File: src/rtl/bullet_hit_detect_pkg.sv
// Shared types and default geometry/timing constants for the bullet/enemy
// collision block and its score counter.
package bullet_hit_detect_pkg;

  // Enemy life cycle as seen by the collision logic.
  typedef enum logic [1:0] {
    ALIVE    = 2'd0,
    HIT_HOLD = 2'd1,
    EXPLODE  = 2'd2,
    RESPAWN  = 2'd3
  } hit_state_e;

  // Sprite geometry, pixels. The bullet lives in a space offset by Y_OFF.
  localparam int BW_DEF       = 10;
  localparam int BH_DEF       = 40;
  localparam int EW_DEF       = 48;
  localparam int EH_DEF       = 32;
  localparam int Y_OFF_DEF    = 480;

  // Sequencing: collide hold limit in clk cycles, timers in tick pulses.
  localparam int HOLD_MAX_DEF = 64;
  localparam int EXPL_T_DEF   = 30;
  localparam int RESP_T_DEF   = 60;

  // Score display width in BCD digits.
  localparam int SCORE_DIGITS = 4;

  // Larger of two integers, used to size the shared explode/respawn timer.
  function automatic int max_int(input int a, input int b);
    return (a > b) ? a : b;
  endfunction

endpackage

File: src/rtl/bullet_hit_detect_score_bcd4.sv
// Four-digit BCD hit counter. Each inc adds one; the count sticks at 9999.
module score_bcd4
  import bullet_hit_detect_pkg::*;
(
  input  logic        clk,
  input  logic        rst,
  input  logic        inc,
  output logic [15:0] score_bcd
);

  logic [3:0]            digit_q [SCORE_DIGITS];
  logic [3:0]            digit_d [SCORE_DIGITS];
  // nine_run[k] is set when every digit below position k reads 9.
  logic [SCORE_DIGITS:0] nine_run;
  logic [SCORE_DIGITS-1:0] carry;
  logic                  saturated;

  assign nine_run[0] = 1'b1;
  // All four digits at 9 means 9999: further increments are dropped.
  assign saturated   = nine_run[SCORE_DIGITS];

  for (genvar gi = 0; gi < SCORE_DIGITS; gi++) begin : g_digit
    assign nine_run[gi+1] = nine_run[gi] & (digit_q[gi] == 4'd9);
    // A digit steps when the increment ripples up to it.
    assign carry[gi]      = inc & ~saturated & nine_run[gi];

    // Next value of one decimal digit: wrap 9 -> 0 when it steps.
    always_comb begin
      digit_d[gi] = digit_q[gi];
      if (carry[gi]) begin
        digit_d[gi] = (digit_q[gi] == 4'd9) ? 4'd0 : digit_q[gi] + 4'd1;
      end
    end

    // Digit register.
    always_ff @(posedge clk) begin
      if (rst) begin
        digit_q[gi] <= 4'd0;
      end else begin
        digit_q[gi] <= digit_d[gi];
      end
    end

    assign score_bcd[gi*4 +: 4] = digit_q[gi];
  end

endmodule

File: src/rtl/bullet_hit_detect.sv
// Bullet vs. single enemy collision: overlap test, hit/explode/respawn
// sequencing, active-low collide handshake back to the bullet stage, and
// a saturating BCD score.
module bullet_hit_detect
  import bullet_hit_detect_pkg::*;
#(
  parameter int BW       = BW_DEF,
  parameter int BH       = BH_DEF,
  parameter int EW       = EW_DEF,
  parameter int EH       = EH_DEF,
  parameter int Y_OFF    = Y_OFF_DEF,
  parameter int HOLD_MAX = HOLD_MAX_DEF,
  parameter int EXPL_T   = EXPL_T_DEF,
  parameter int RESP_T   = RESP_T_DEF
) (
  input  logic        clk,
  input  logic        rst,
  input  logic        tick,
  input  logic [9:0]  b_x,
  input  logic [9:0]  b_y,
  input  logic        mybullet_exist,
  input  logic [9:0]  e_x,
  input  logic [9:0]  e_y,
  output logic        collide,
  output logic        hit_pulse,
  output logic        enemy_alive,
  output logic        enemy_explode,
  output logic [15:0] score_bcd
);

  localparam int HW = $clog2(HOLD_MAX + 1);
  localparam int TW = $clog2(max_int(EXPL_T, RESP_T) + 1);

  localparam logic [10:0]   BW11     = 11'(BW);
  localparam logic [10:0]   BH11     = 11'(BH);
  localparam logic [10:0]   EW11     = 11'(EW);
  localparam logic [10:0]   EH11     = 11'(EH);
  localparam logic [10:0]   YOFF11   = 11'(Y_OFF);
  localparam logic [HW-1:0] HOLD_END = HW'(HOLD_MAX - 1);
  localparam logic [HW-1:0] HOLD_ONE = HW'(1);
  localparam logic [TW-1:0] TMR_ONE  = TW'(1);
  localparam logic [TW-1:0] TMR_EXPL = TW'(EXPL_T);
  localparam logic [TW-1:0] TMR_RESP = TW'(RESP_T);

  hit_state_e    state_q, state_d;
  logic [HW-1:0] hold_cnt_q, hold_cnt_d;
  logic [TW-1:0] tmr_q, tmr_d;
  logic          collide_q, collide_d;
  logic          hit_pulse_q, hit_pulse_d;
  logic          alive_q, alive_d;
  logic          explode_q, explode_d;
  logic          score_inc;

  // Overlap is evaluated in 11 bits so the enemy box shifted into bullet
  // space (e_y + Y_OFF + EH) never wraps.
  logic [10:0] bx11, by11, ex11, ey11;
  logic        ov;
  logic        hit_cond;

  assign bx11 = {1'b0, b_x};
  assign by11 = {1'b0, b_y};
  assign ex11 = {1'b0, e_x};
  assign ey11 = {1'b0, e_y};

  assign ov = (bx11 < ex11 + EW11) &
              (bx11 + BW11 > ex11) &
              (by11 < ey11 + YOFF11 + EH11) &
              (by11 + BH11 > ey11 + YOFF11);

  // A bullet above the offset line is off screen and cannot hit.
  assign hit_cond = ov & mybullet_exist & (by11 > YOFF11);

  // Next-state and registered-output logic for the enemy life cycle.
  always_comb begin
    state_d     = state_q;
    hold_cnt_d  = hold_cnt_q;
    tmr_d       = tmr_q;
    collide_d   = 1'b1;
    hit_pulse_d = 1'b0;
    alive_d     = alive_q;
    explode_d   = explode_q;
    score_inc   = 1'b0;

    unique case (state_q)
      ALIVE: begin
        // Timers are idle here, so a coincident tick has nothing to do.
        if (hit_cond) begin
          state_d     = HIT_HOLD;
          collide_d   = 1'b0;
          hit_pulse_d = 1'b1;
          hold_cnt_d  = '0;
          score_inc   = 1'b1;
        end
      end

      HIT_HOLD: begin
        // Keep collide low until the bullet stage retires the bullet, but
        // never longer than HOLD_MAX cycles in case it never does.
        collide_d  = 1'b0;
        hold_cnt_d = hold_cnt_q + HOLD_ONE;
        if (!mybullet_exist || (hold_cnt_q == HOLD_END)) begin
          state_d   = EXPLODE;
          collide_d = 1'b1;
          alive_d   = 1'b0;
          explode_d = 1'b1;
          tmr_d     = TMR_EXPL;
        end
      end

      EXPLODE: begin
        if (tick) begin
          tmr_d = tmr_q - TMR_ONE;
          if (tmr_q == TMR_ONE) begin
            state_d   = RESPAWN;
            explode_d = 1'b0;
            tmr_d     = TMR_RESP;
          end
        end
      end

      RESPAWN: begin
        if (tick) begin
          tmr_d = tmr_q - TMR_ONE;
          if (tmr_q == TMR_ONE) begin
            state_d = ALIVE;
            alive_d = 1'b1;
          end
        end
      end

      default: begin
        state_d = ALIVE;
        alive_d = 1'b1;
      end
    endcase
  end

  // State, counters and output registers; reset overrides every event.
  always_ff @(posedge clk) begin
    if (rst) begin
      state_q     <= ALIVE;
      hold_cnt_q  <= '0;
      tmr_q       <= '0;
      collide_q   <= 1'b1;
      hit_pulse_q <= 1'b0;
      alive_q     <= 1'b1;
      explode_q   <= 1'b0;
    end else begin
      state_q     <= state_d;
      hold_cnt_q  <= hold_cnt_d;
      tmr_q       <= tmr_d;
      collide_q   <= collide_d;
      hit_pulse_q <= hit_pulse_d;
      alive_q     <= alive_d;
      explode_q   <= explode_d;
    end
  end

  assign collide       = collide_q;
  assign hit_pulse     = hit_pulse_q;
  assign enemy_alive   = alive_q;
  assign enemy_explode = explode_q;

  score_bcd4 u_score (
    .clk      (clk),
    .rst      (rst),
    .inc      (score_inc),
    .score_bcd(score_bcd)
  );

endmodule

File: config.mk
export PLATFORM = sky130hd
export DESIGN_NAME = bullet_hit_detect
export DESIGN_NICKNAME = d
export VERILOG_FILES = /design/src/rtl/bullet_hit_detect_pkg.sv /design/src/rtl/bullet_hit_detect_score_bcd4.sv /design/src/rtl/bullet_hit_detect.sv
export SDC_FILE = /design/constraint.sdc
export NUM_CORES = 1
export LEC_CHECK = 0
export ABC_AREA = 1
export CAP_MARGIN = 10
export CORE_MARGIN = 1.5
export CORE_UTILIZATION = 48
export CTS_CLUSTER_DIAMETER = 50
export DETAILED_ROUTE_END_ITERATION = 6
export GPL_TIMING_DRIVEN = 0
export PLACE_DENSITY = 0.85
export SLEW_MARGIN = 10
export SYNTH_ARGS = -nofsm -noshare
export SYNTH_HDL_FRONTEND = slang
export SYNTH_SLANG_ARGS = --single-unit
File: constraint.sdc
create_clock -name clk -period 2.72 [get_ports clk]
set_input_delay 0.544 -clock clk [delete_from_list [all_inputs] [get_ports clk]]
set_output_delay 0.544 -clock clk [all_outputs]
set_load 0.02 [all_outputs]
==> out/metrics.csv <==
stage,metric,value,unit
yosys,synthesized flop and latch total,35,
route,Via density,5.22,
yosys,post-synthesis compound-gate area fraction,12.8,%
floorplanning,die width,87.2,um
route,vias,3583,
floorplanning,Starting Density,49.8,%
yosys,adder-cell share of the synthesized area,17.7,%
place,Placer Congestion,0.830,
place,Post-DP HPWL,6310,um
worst_setup_path,CP arrival,2.94,ns
worst_setup_path,crit-path max FO,8,
place,post-place setup slack,-0.858,ns
grt,total global-route track usage,22.9,%
worst_setup_path,FF-to-FF path depth,9,
timing,hold slack,0.482,ns
route,DR iter-0 viols,143,
yosys,main combinational cell family by area after synthesis,simple AND/OR/NAND/NOR gates,
route,total length of routed wires,8850,um
clocking,hold buffers post-CTS,0,
grt,initial antenna violation count,0,
floorplanning,height of the die,87.2,um
timing,minimum clock period,2.78,ns
clocking,later-pin clock latency in the skew report,0.29,ns
grt,first-pass GRT wire length,14200,um
layout,"commonest non-fill, non-tap cell in the layout",nand2_1,
clocking,CTS tree,done,
pwr,worst vdd ir,363,uV
worst_setup_path,CP startpoint kind,input port,
timing,period utilization,102,%
layout,final core occ,67.3,%
pwr,Leak,2.03,nW
timing,slew at the pin closest to its max-slew limit,0.592,ns
timing,max_slew headroom,60.5,%
worst_setup_path,r2r endpoint,u_score.digit_q[0][1],
timing,Max Freq,0.360,GHz
layout,Area Growth Syn to Fin,35.1,%
worst_setup_path,worst reg-to-reg setup slack,0.58,ns
layout,final-stage net count,681,
yosys,post-synthesis mux area share,0,%
worst_setup_path,Critical Path Sink Type,flop,
worst_setup_path,CP startpoint,b_x[1],
timing,clock skew,0.00562,ns
floorplanning,core area,0.00683,mm^2
status,status,finished with violations,
layout,n_diodes,0,
pwr,power per cell area,366,mW/mm^2
clocking,CTS buffer count,5,
route,ANT nets after route,0,
timing,setup slack after layout,-0.0614,ns
clocking,CTS sink count,35,
yosys,xor and xnor area share after synthesis,7.95,%
grt,pin count of the biggest net entering global routing,13,
yosys,Synth Area in Simple Gates,31.7,%
worst_setup_path,Worst Setup Path Type,input port to flop,
yosys,fraction of registers with async set/reset,0,%
route,DRC viols,0,
yosys,Post-Syn Nets,597,
grt,gr ovfl total,0,
clocking,Clk Tree Root Cell,clkbuf_8,
worst_setup_path,worst r2r src,u_score.digit_q[0][0],
timing,Setup-failing EPs final,6,
yosys,Post-synth EDFFs,0,
yosys,mean post-synth cell area,6.73,um^2
clocking,htree depth,2,
min_path,min-delay worst type,flop to flop,
floorplanning,I/O pin cnt,64,
worst_setup_path,worst setup path end,hold_cnt_q[5],
status,failing checks,negative setup slack,
yosys,"Seq/Total Area, Yosys",20.6,%
yosys,synth warn,0,
clocking,Clock transition at path regs,0.07,ns
timing,final hold vios,0,
yosys,distinct cell type count after synthesis,41,
route,drt pass-1 iters,4,
place,IO buf count,62,
floorplanning,Die Area,0.00760,mm^2
yosys,cell area after synthesis,0.00340,mm^2
timing,RSZ-0062 raised after global routing,true,
layout,"commonest cells after routing, fill and taps aside","97 x nand2_1, 60 x inv_1, 43 x nor2_1, 43 x a21oi_1, 42 x ha_1",
route,WL/cell,12.9,um
run,max-cap violations,0,
timing,Max Slew Vio Count,0,
grt,vias in the first global route,3392,
worst_setup_path,CP required,2.88,ns
yosys,Synth Instances,505,
yosys,Most used DFF post-synth,dfxtp_1,
floorplanning,row count,30,
clocking,Clock Tree Buf Depth,2,
layout,layout cells sized above 1,18.1,%
==> cell usage after synthesis, types with 2 or more instances <==
library cell,count,area [um^2]
a21o_1,2,15.0
a21oi_1,46,230
a31oi_1,2,12.5
clkbuf_1,4,15.0
dfxtp_1,35,701
ha_1,48,601
inv_1,71,267
inv_2,5,18.8
nand2_1,106,398
nand2_2,2,12.5
nand2_4,2,22.5
nand3_1,36,180
nand3_2,3,30.0
nand3b_1,3,22.5
nand4_1,11,68.8
nand4_2,3,37.5
nor2_1,47,176
nor2_2,2,12.5
nor2_4,2,22.5
nor3_1,6,30.0
o211ai_1,2,15.0
o21a_1,2,15.0
o21ai_0,17,85.1
o21ai_1,3,15.0
o31ai_1,2,15.0
xnor2_1,10,87.6
xor2_1,19,166
==> where the power goes <==
part / internal [W] / switching [W] / leakage [nW] / total, W
Combinational: 0.000297 / 0.000423 / 1.70 / 0.000720
Clock: 0.000178 / 0.000202 / 0.0402 / 0.000380
Sequential: 0.000550 / 0.0000318 / 0.283 / 0.000582
Total: 0.00102 / 0.000656 / 2.03 / 0.00168
==> metal layers <==
layer,vias up,share of wire [%],track usage (%)
li1,1828,-,-
met1,1646,43,27.5
met2,89,51,41.4
met3,20,5.1,3.51
met4,0,1.7,7.94
met5,-,0,0
==> cell type report <==
cell class	instances	area, um^2
Sequential cell	35	701
Fill cell	558	2240
Inverter	77	297
Multi-Input combinational cell	387	2660
Clock inverter	3	20.0
Buffer	6	31.3
Tap cell	96	120
Clock buffer	5	68.8
Timing Repair Buffer	77	697
==> logic make-up (layout without fill, tap and decap cells) <==
group	after synthesis	count (layout)
DFF	35	35
AOI/OAI and AO/OA	80	80
adders and majority gates	48	48
and+or+nand+nor	229	229
xor gates and xnor gates	30	30
buffers and inverters	83	168
==> worst min path at each step <==
stage / cells past startpoint / startpoint / to
floorplan: 2 / tmr_q[4] / tmr_q[4]
global placement: 2 / u_score.digit_q[0][2] / u_score.digit_q[0][2]
detailed placement: 2 / u_score.digit_q[0][2] / u_score.digit_q[0][2]
CTS: 2 / u_score.digit_q[0][2] / u_score.digit_q[0][2]
global route: 2 / u_score.digit_q[0][2] / u_score.digit_q[0][2]
finish: 2 / u_score.digit_q[0][2] / u_score.digit_q[0][2]
==> critical path, stage by stage <==
cell and delay, ns:
buf_8 0.10, ha_4 0.16, o21ai_4 0.15, nor2_2 0.07, nand2_1 0.07, xor2_1 0.15, inv_1 0.09, ha_4 0.27
nand2_1 0.05, nor4_1 0.40, nand4_1 0.23, nand3_4 0.18, nor2_4 0.09, nand2_4 0.13, nand2_8 0.10, nand2_1 0.08
a21oi_1 0.05
==> per-stage QoR <==
step                power [W]  cell area [um^2]  TNS (ns)  std cells
CTS                   0.00164              4460         0        684
floorplan             0.00101              3400         0        505
global route          0.00180              4590     -1.73        686
global placement      0.00119              4140    -19.52        663
detailed placement    0.00122              4140    -21.99        663
finish                0.00168              4590    -0.297        686
==> state kept, by name (all words and copies together) (netlist names) <==
| signal | count |
|---|---|
| u_score.digit_q | 16 |
| hold_cnt_q | 7 |
| tmr_q | 6 |
| state_q | 2 |
| collide | 1 |
| enemy_alive | 1 |
| enemy_explode | 1 |
| hit_pulse | 1 |
==> what timing repair did <==
action | 4_1_cts | 5_1_grt
endpoints found under the setup margin | 27 | 26
buffers inserted | 13 | 2
gates cloned | 0 | 0
pin swaps | 28 | 33
gates resized for setup | 73 | 67
(Power assumes the default switching activity.)
